## src/rtl/ps2_scan_rx.sv

```systemverilog
// ps2_scan_rx: deglitched PS/2 frame receiver producing scan bytes and a {prev,cur} keycode history
module ps2_scan_rx #(
  parameter int SYNC_STAGES = 2,
  parameter int FILTER_LEN  = 8,
  parameter int TIMEOUT_CYC = 20000
) (
  input  logic        clk,
  input  logic        rst,
  input  logic        ps2_clk,
  input  logic        ps2_data,
  output logic [7:0]  scan_byte,
  output logic        byte_valid,
  output logic [15:0] keycode,
  output logic        frame_err,
  output logic        busy
);
  localparam int FW = $clog2(FILTER_LEN);
  localparam int TW = $clog2(TIMEOUT_CYC);
  typedef enum logic [1:0] {IDLE, DATA, PARITY, STOP} state_t;
  logic [SYNC_STAGES-1:0] r_clk_sync, r_dat_sync;
  logic                   r_fclk, r_fclk_q;
  logic [FW-1:0]          r_fcnt;
  state_t                 r_state;
  logic [2:0]             r_bcnt;
  logic [7:0]             r_shreg;
  logic                   r_par;
  logic [TW-1:0]          r_tcnt;
  logic                   w_clk_s, w_dat_s, w_e, w_tmo;
  assign w_clk_s = r_clk_sync[SYNC_STAGES-1];
  assign w_dat_s = r_dat_sync[SYNC_STAGES-1];
  assign w_e     = r_fclk_q & ~r_fclk;
  assign w_tmo   = r_tcnt == TW'(TIMEOUT_CYC - 1);
  assign busy    = r_state != IDLE;
  // synchronise both pins and only let the clock level change after FILTER_LEN steady samples
  always_ff @(posedge clk) begin
    if (rst) begin
      r_clk_sync <= '1;
      r_dat_sync <= '1;
      r_fclk     <= 1'b1;
      r_fclk_q   <= 1'b1;
      r_fcnt     <= '0;
    end else begin
      r_clk_sync <= {r_clk_sync[SYNC_STAGES-2:0], ps2_clk};
      r_dat_sync <= {r_dat_sync[SYNC_STAGES-2:0], ps2_data};
      r_fclk_q   <= r_fclk;
      if (w_clk_s == r_fclk) r_fcnt <= '0;
      else if (r_fcnt == FW'(FILTER_LEN - 1)) begin
        r_fclk <= w_clk_s;
        r_fcnt <= '0;
      end else r_fcnt <= r_fcnt + 1'b1;
    end
  end
  // frame FSM stepped by filtered falling edges, with a watchdog that drops stalled frames
  always_ff @(posedge clk) begin
    if (rst) begin
      r_state    <= IDLE;
      r_bcnt     <= '0;
      r_shreg    <= '0;
      r_par      <= 1'b0;
      r_tcnt     <= '0;
      scan_byte  <= '0;
      keycode    <= '0;
      byte_valid <= 1'b0;
      frame_err  <= 1'b0;
    end else begin
      byte_valid <= 1'b0;
      frame_err  <= 1'b0;
      r_tcnt     <= (w_e || r_state == IDLE) ? '0 : r_tcnt + 1'b1;
      if (w_e) begin
        case (r_state)
          IDLE: if (!w_dat_s) begin
            r_state <= DATA;
            r_bcnt  <= '0;
          end
          DATA: begin
            r_shreg <= {w_dat_s, r_shreg[7:1]};
            r_bcnt  <= r_bcnt + 1'b1;
            if (r_bcnt == 3'd7) r_state <= PARITY;
          end
          PARITY: begin
            r_par   <= w_dat_s;
            r_state <= STOP;
          end
          default: begin
            r_state <= IDLE;
            if (w_dat_s && (^r_shreg ^ r_par)) begin
              byte_valid <= 1'b1;
              scan_byte  <= r_shreg;
              keycode    <= {keycode[7:0], r_shreg};
            end else frame_err <= 1'b1;
          end
        endcase
      end else if (r_state != IDLE && w_tmo) begin
        r_state   <= IDLE;
        frame_err <= 1'b1;
      end
    end
  end
endmodule

```

## config.mk

```make
export PLATFORM = sky130hd
export DESIGN_NAME = ps2_scan_rx
export DESIGN_NICKNAME = d
export VERILOG_FILES = /design/src/rtl/ps2_scan_rx.sv
export SDC_FILE = /design/constraint.sdc
export NUM_CORES = 1
export LEC_CHECK = 0
export CORE_MARGIN = 5
export CORE_UTILIZATION = 55
export DETAILED_ROUTE_END_ITERATION = 10
export GPL_TIMING_DRIVEN = 0
export PLACE_DENSITY_LB_ADDON = 0.2
export RECOVER_POWER = 100
export SETUP_SLACK_MARGIN = 0.2
export SLEW_MARGIN = 20
export SYNTH_ARGS = -nofsm -noshare
export SYNTH_HDL_FRONTEND = slang
export SYNTH_SLANG_ARGS = --single-unit
```

## constraint.sdc

```tcl
create_clock -name clk -period 3.8 [get_ports clk]
set_clock_uncertainty 0.2 [all_clocks]
set_input_delay 1.14 -clock clk [delete_from_list [all_inputs] [get_ports clk]]
set_output_delay 1.14 -clock clk [all_outputs]
set_load 0.01 [all_outputs]
```

# Word-level counts from Yosys, hierarchy flattened

Cells that the tools add are included.

Word-level logic and storage cells: 62
Register bits: 64

Bitwise operators: 6
Add/subtract/negate cells: 3
Reduce and logical (&&, ||, !) cells: 18
Equality and inequality tests: 9
Mux-type cells: 12

Operators by type and width:

| kind                                                 | number |
|---|---|
| adder 15 x 1 -> 15 bit (second input constant)       | 1 |
| equality test 15 bit (second input constant)         | 1 |
| AND reduction 3 bit                                  | 3 |
| two-way mux 2 bit                                    | 4 |
| XOR reduction 8 bit                                  | 1 |
| adder 3 x 1 -> 3 bit (second input constant)         | 2 |
| equality test 3 bit (second input constant)          | 2 |
| inequality test 3 bit (second input constant)        | 2 |
| one-hot mux 2 bit (3 select lines)                   | 1 |
| one-hot mux 3 bit (2 select lines)                   | 1 |
| AND reduction 2 bit                                  | 3 |
| nonzero test 2 bit                                   | 3 |
| OR reduction 3 bit                                   | 2 |
| two-way mux 1 bit                                    | 5 |
| OR reduction 5 bit                                   | 1 |
| inverter 1 bit                                       | 4 |
| two-way mux 3 bit                                    | 1 |
| equality test 2 x 1 -> 1 bit (second input constant) | 1 |
| equality test 2 bit (second input constant)          | 1 |
| logical AND 1 bit                                    | 2 |
| zero test 2 bit                                      | 1 |
| inequality test 2 bit (second input constant)        | 1 |
| OR reduction 2 bit                                   | 1 |
| bitwise AND 1 bit                                    | 1 |
| other kinds (3)                                      | 3 |

# Logic depth before layout (Yosys ltp)

Depth after elaboration: 6
Mapped depth: 7
Depth with buffers taken out: 7

# Least setup slack after synthesis

No wires, ideal clock.

Kind: register to output
Start: reg r_state[0]
End: out busy
Setup slack: 1.689 ns
Buffers on the path: 0
Stages on the path, launching flop included: 4
Arrival: 0.771 ns
Cell sequence: dfxtp_1 inv_1 ha_1 inv_1

Word-level cells in the longest chain between the ends: 1

RTL lines:

| what                     | RTL line | RTL |
|---|---|---|
| start: declaration       | 23       | `state_t r_state;` |
| start signal: assignment | 56       | `r_state <= IDLE;` |
| start signal: assignment | 72       | `r_state <= DATA;` |
| start signal: assignment | 78       | `if (r_bcnt == 3'd7) r_state <= PARITY;` |
| nonzero test 2 bit       | 33       | `assign busy = r_state != IDLE;` |
| end: declaration         | 15       | `output logic busy` |

Every way passes these cells.

# Worst setup path after layout

Start: reg r_state[1]
End: out busy

Same word-level chain as after synthesis.

==> metrics.cfg <==
[power_and_ir_drop]
cellPowerDensity_nw_per_um2=327
vdd_drop_max_uv=154
cellLeakagePower_nw=1.24

[critical_path]
crit_fanout=6
critPathKind=reg2out
critical_path.startpoint=r_state[1]
crit_path_start_kind=flip-flop
crit-reg2reg-launch=r_state[1]
data_required_time_of_the_critical_path_ns=2.46
critical_path.endpoint_type=output pin
crit_arrival_ns=1.79

[clock_network]
ctsRootBufferMaster=clkbuf_8
post-cts-setup-buffer-count=0
cts_tree=done
tritoncts_num_sinks=56
tritoncts.num_buffers=5
cts.reportedPaths.clkPinSlew_ns=0.09
clock_latency_ns=0.31
cts_max_path_buffers=2
htreeDepth=2
ctsResizeCount=0
cts.hold.buffers_added=0

[status]
run_status=complete, no violations

[job]
max-cap-violations=0

[synthesis]
synth_flop_cell=dfxtp_1
edff_count_synth=0
synth_warnings=0
synth.yosys.seq_area_share_pct=47.1
synthesis.area_um2=2380
ys_types=37
per_instance_average_area_after_synthesis_um2=9.52
syn_nets=264
ffs_latches_synth=56
async_flop_share_pct=0
syn_inst=250

[placement]
numPortBuffers=30
dpl.hpwl_um=3060
gp_congestion=0.738
post_dp_cell_area_um2=2750

[cells_and_area]
most-common-layout-cells=56 x dfxtp_1, 35 x nor2_1, 28 x dlygate4sd3_1
finalInstanceArea_um2=2830
synthToLayoutAreaGrowth_pct=18.9
layout.cells.most_common=dfxtp_1
total_inserted_antenna_cells=0
finalNetCount=301
ratio_of_cells_with_drive_above_1_in_the_final_layout_pct=7.99

[drt]
drt_pre_antenna_iters=4
drt_drc_violations_left=0
drt_initial_violations=87
wirelength_um=4280
via_count=1784
ant_nets=0
drt-vias-per-instance=5.25
avgRoutedWirePerCell_um=12.6

[die]
rows=24
dieHeight_um=75.8
start_util_pct=55.8
die_area_um2=5740
coreArea_um2=4260
floorplan.io_pins=31
die-width_um=75.8

[grt]
first_global_vias=1607
groute.layer.met1.usage_pct=21.2
grtUsageTotal_pct=16.8
groute.layer.met3.usage_pct=3.56
globalRouteMet2Util_pct=27.4
grt_max_degree=17
global_route.overflow_total=0
busiest_layer=met2
antenna_found_initial=0
grt_pass1_wl_um=7350

[timing]
fin_setup_tns_ns=0
final-max-slew-violation-count=0
worst_pin_slew_ns=0.554
grt_setup_unrepaired=false
final-hold-violation-count=0
finalWorstPathRequiredPeriod_ns=3.13
fin_crit_sh_pct=82.4
highest_achievable_clock_rate_ghz=0.320
max-slew-margin-rel_pct=63.1
setup_viol_count_final=0

[min_path]
min_from=r_dat_sync[0]
worst_hold_path_type=reg2reg

==> logic make-up (layout without fill, tap and decap cells) <==
family | count (synthesis) | after routing | synth area share (%)
AOI/OAI and AO/OA | 25 | 25 | 5.84
xor gates and xnor gates | 19 | 19 | 8.20
adders and majority gates | 10 | 10 | 5.26
buffers and inverters | 20 | 58 | 5.10
DFF | 56 | 56 | 47.1
muxes | 17 | 17 | 7.68
and+or+nand+nor | 103 | 103 | 20.8
==> Yosys cell counts, types with 3 or more instances <==
library cell | number | share of area (%)
inv_1 | 3 | 0.47
clkbuf_1 | 7 | 1.1
a21oi_1 | 16 | 3.4
xnor2_1 | 8 | 2.9
buf_4 | 8 | 2.5
o21ai_0 | 5 | 1.1
nor2_1 | 35 | 5.5
nand2_1 | 23 | 3.6
nor3_1 | 3 | 0.63
or2_2 | 5 | 1.3
mux2i_1 | 16 | 6.7
nor4_1 | 3 | 0.79
and3_1 | 5 | 1.3
dfxtp_1 | 56 | 47
ha_1 | 10 | 5.3
nand3_1 | 13 | 2.7
xor2_1 | 9 | 3.3
==> worst max-delay path, cell delays in order, from the launching register on <==
cell and delay [ns]:
dfxtp_1 0.43, inv_1 0.09, ha_1 0.27, inv_1 0.08, dlygate4sd3_1 0.60
==> worst paths after layout <==
path / slack (ns) / to / cells after the start
min: 0.22 / r_dat_sync[1] / 1
min reg2reg: 0.22 / r_dat_sync[1] / 1
max reg2reg: 1.46 / r_state[0] / 7
max: 0.67 / busy / 4
==> stage by stage <==
step | utilization [%] | hold slack, ns | cells | worst slack, ns | power, mW
CTS | 66.4 | 0.218 | 340 | 0.725 | 0.933
global route | 66.4 | 0.232 | 340 | 0.577 | 0.960
detailed placement | 64.4 | 0.196 | 332 | 0.877 | 0.618
floorplan | - | 0.189 | 250 | 1.69 | 0.611
global placement | 64.4 | 0.194 | 332 | 0.866 | 0.618
finish | 66.4 | 0.218 | 340 | 0.670 | 0.926
==> sequential cells by signal (all words and copies together) (netlist names) <==
register,flops
byte_valid,1
frame_err,1
keycode,9
r_bcnt,3
r_clk_sync,2
r_dat_sync,2
r_fclk,1
r_fclk_q,1
r_fcnt,3
r_par,1
r_shreg,8
r_state,2
r_tcnt,15
scan_byte,7
==> cell type report <==
type	count	area [um2]
multi-input cells	174	1140
inverters	3	11.3
plain buffers	17	110
clock inverters	1	8.76
well taps	52	65.1
clock buffers	7	76.3
flip-flops and latches	56	1120
fillers	365	1430
repair buffers	30	300
==> layer usage <==
layer  share of wire [%]  vias to the layer above
met5                   0                        -
met4                 1.9                        0
met3                 4.2                        7
met2                  47                       28
met1                  47                      833
li1                    -                      916
==> where the power goes <==
group          switching (mW)  internal, mW  total (mW)
Combinational         0.00833       0.00510      0.0134
Sequential            0.00126         0.589       0.590
Clock                   0.191         0.132       0.323
Total                   0.200         0.726       0.926
No activity file was read; power rests on OpenSTA's default activity.
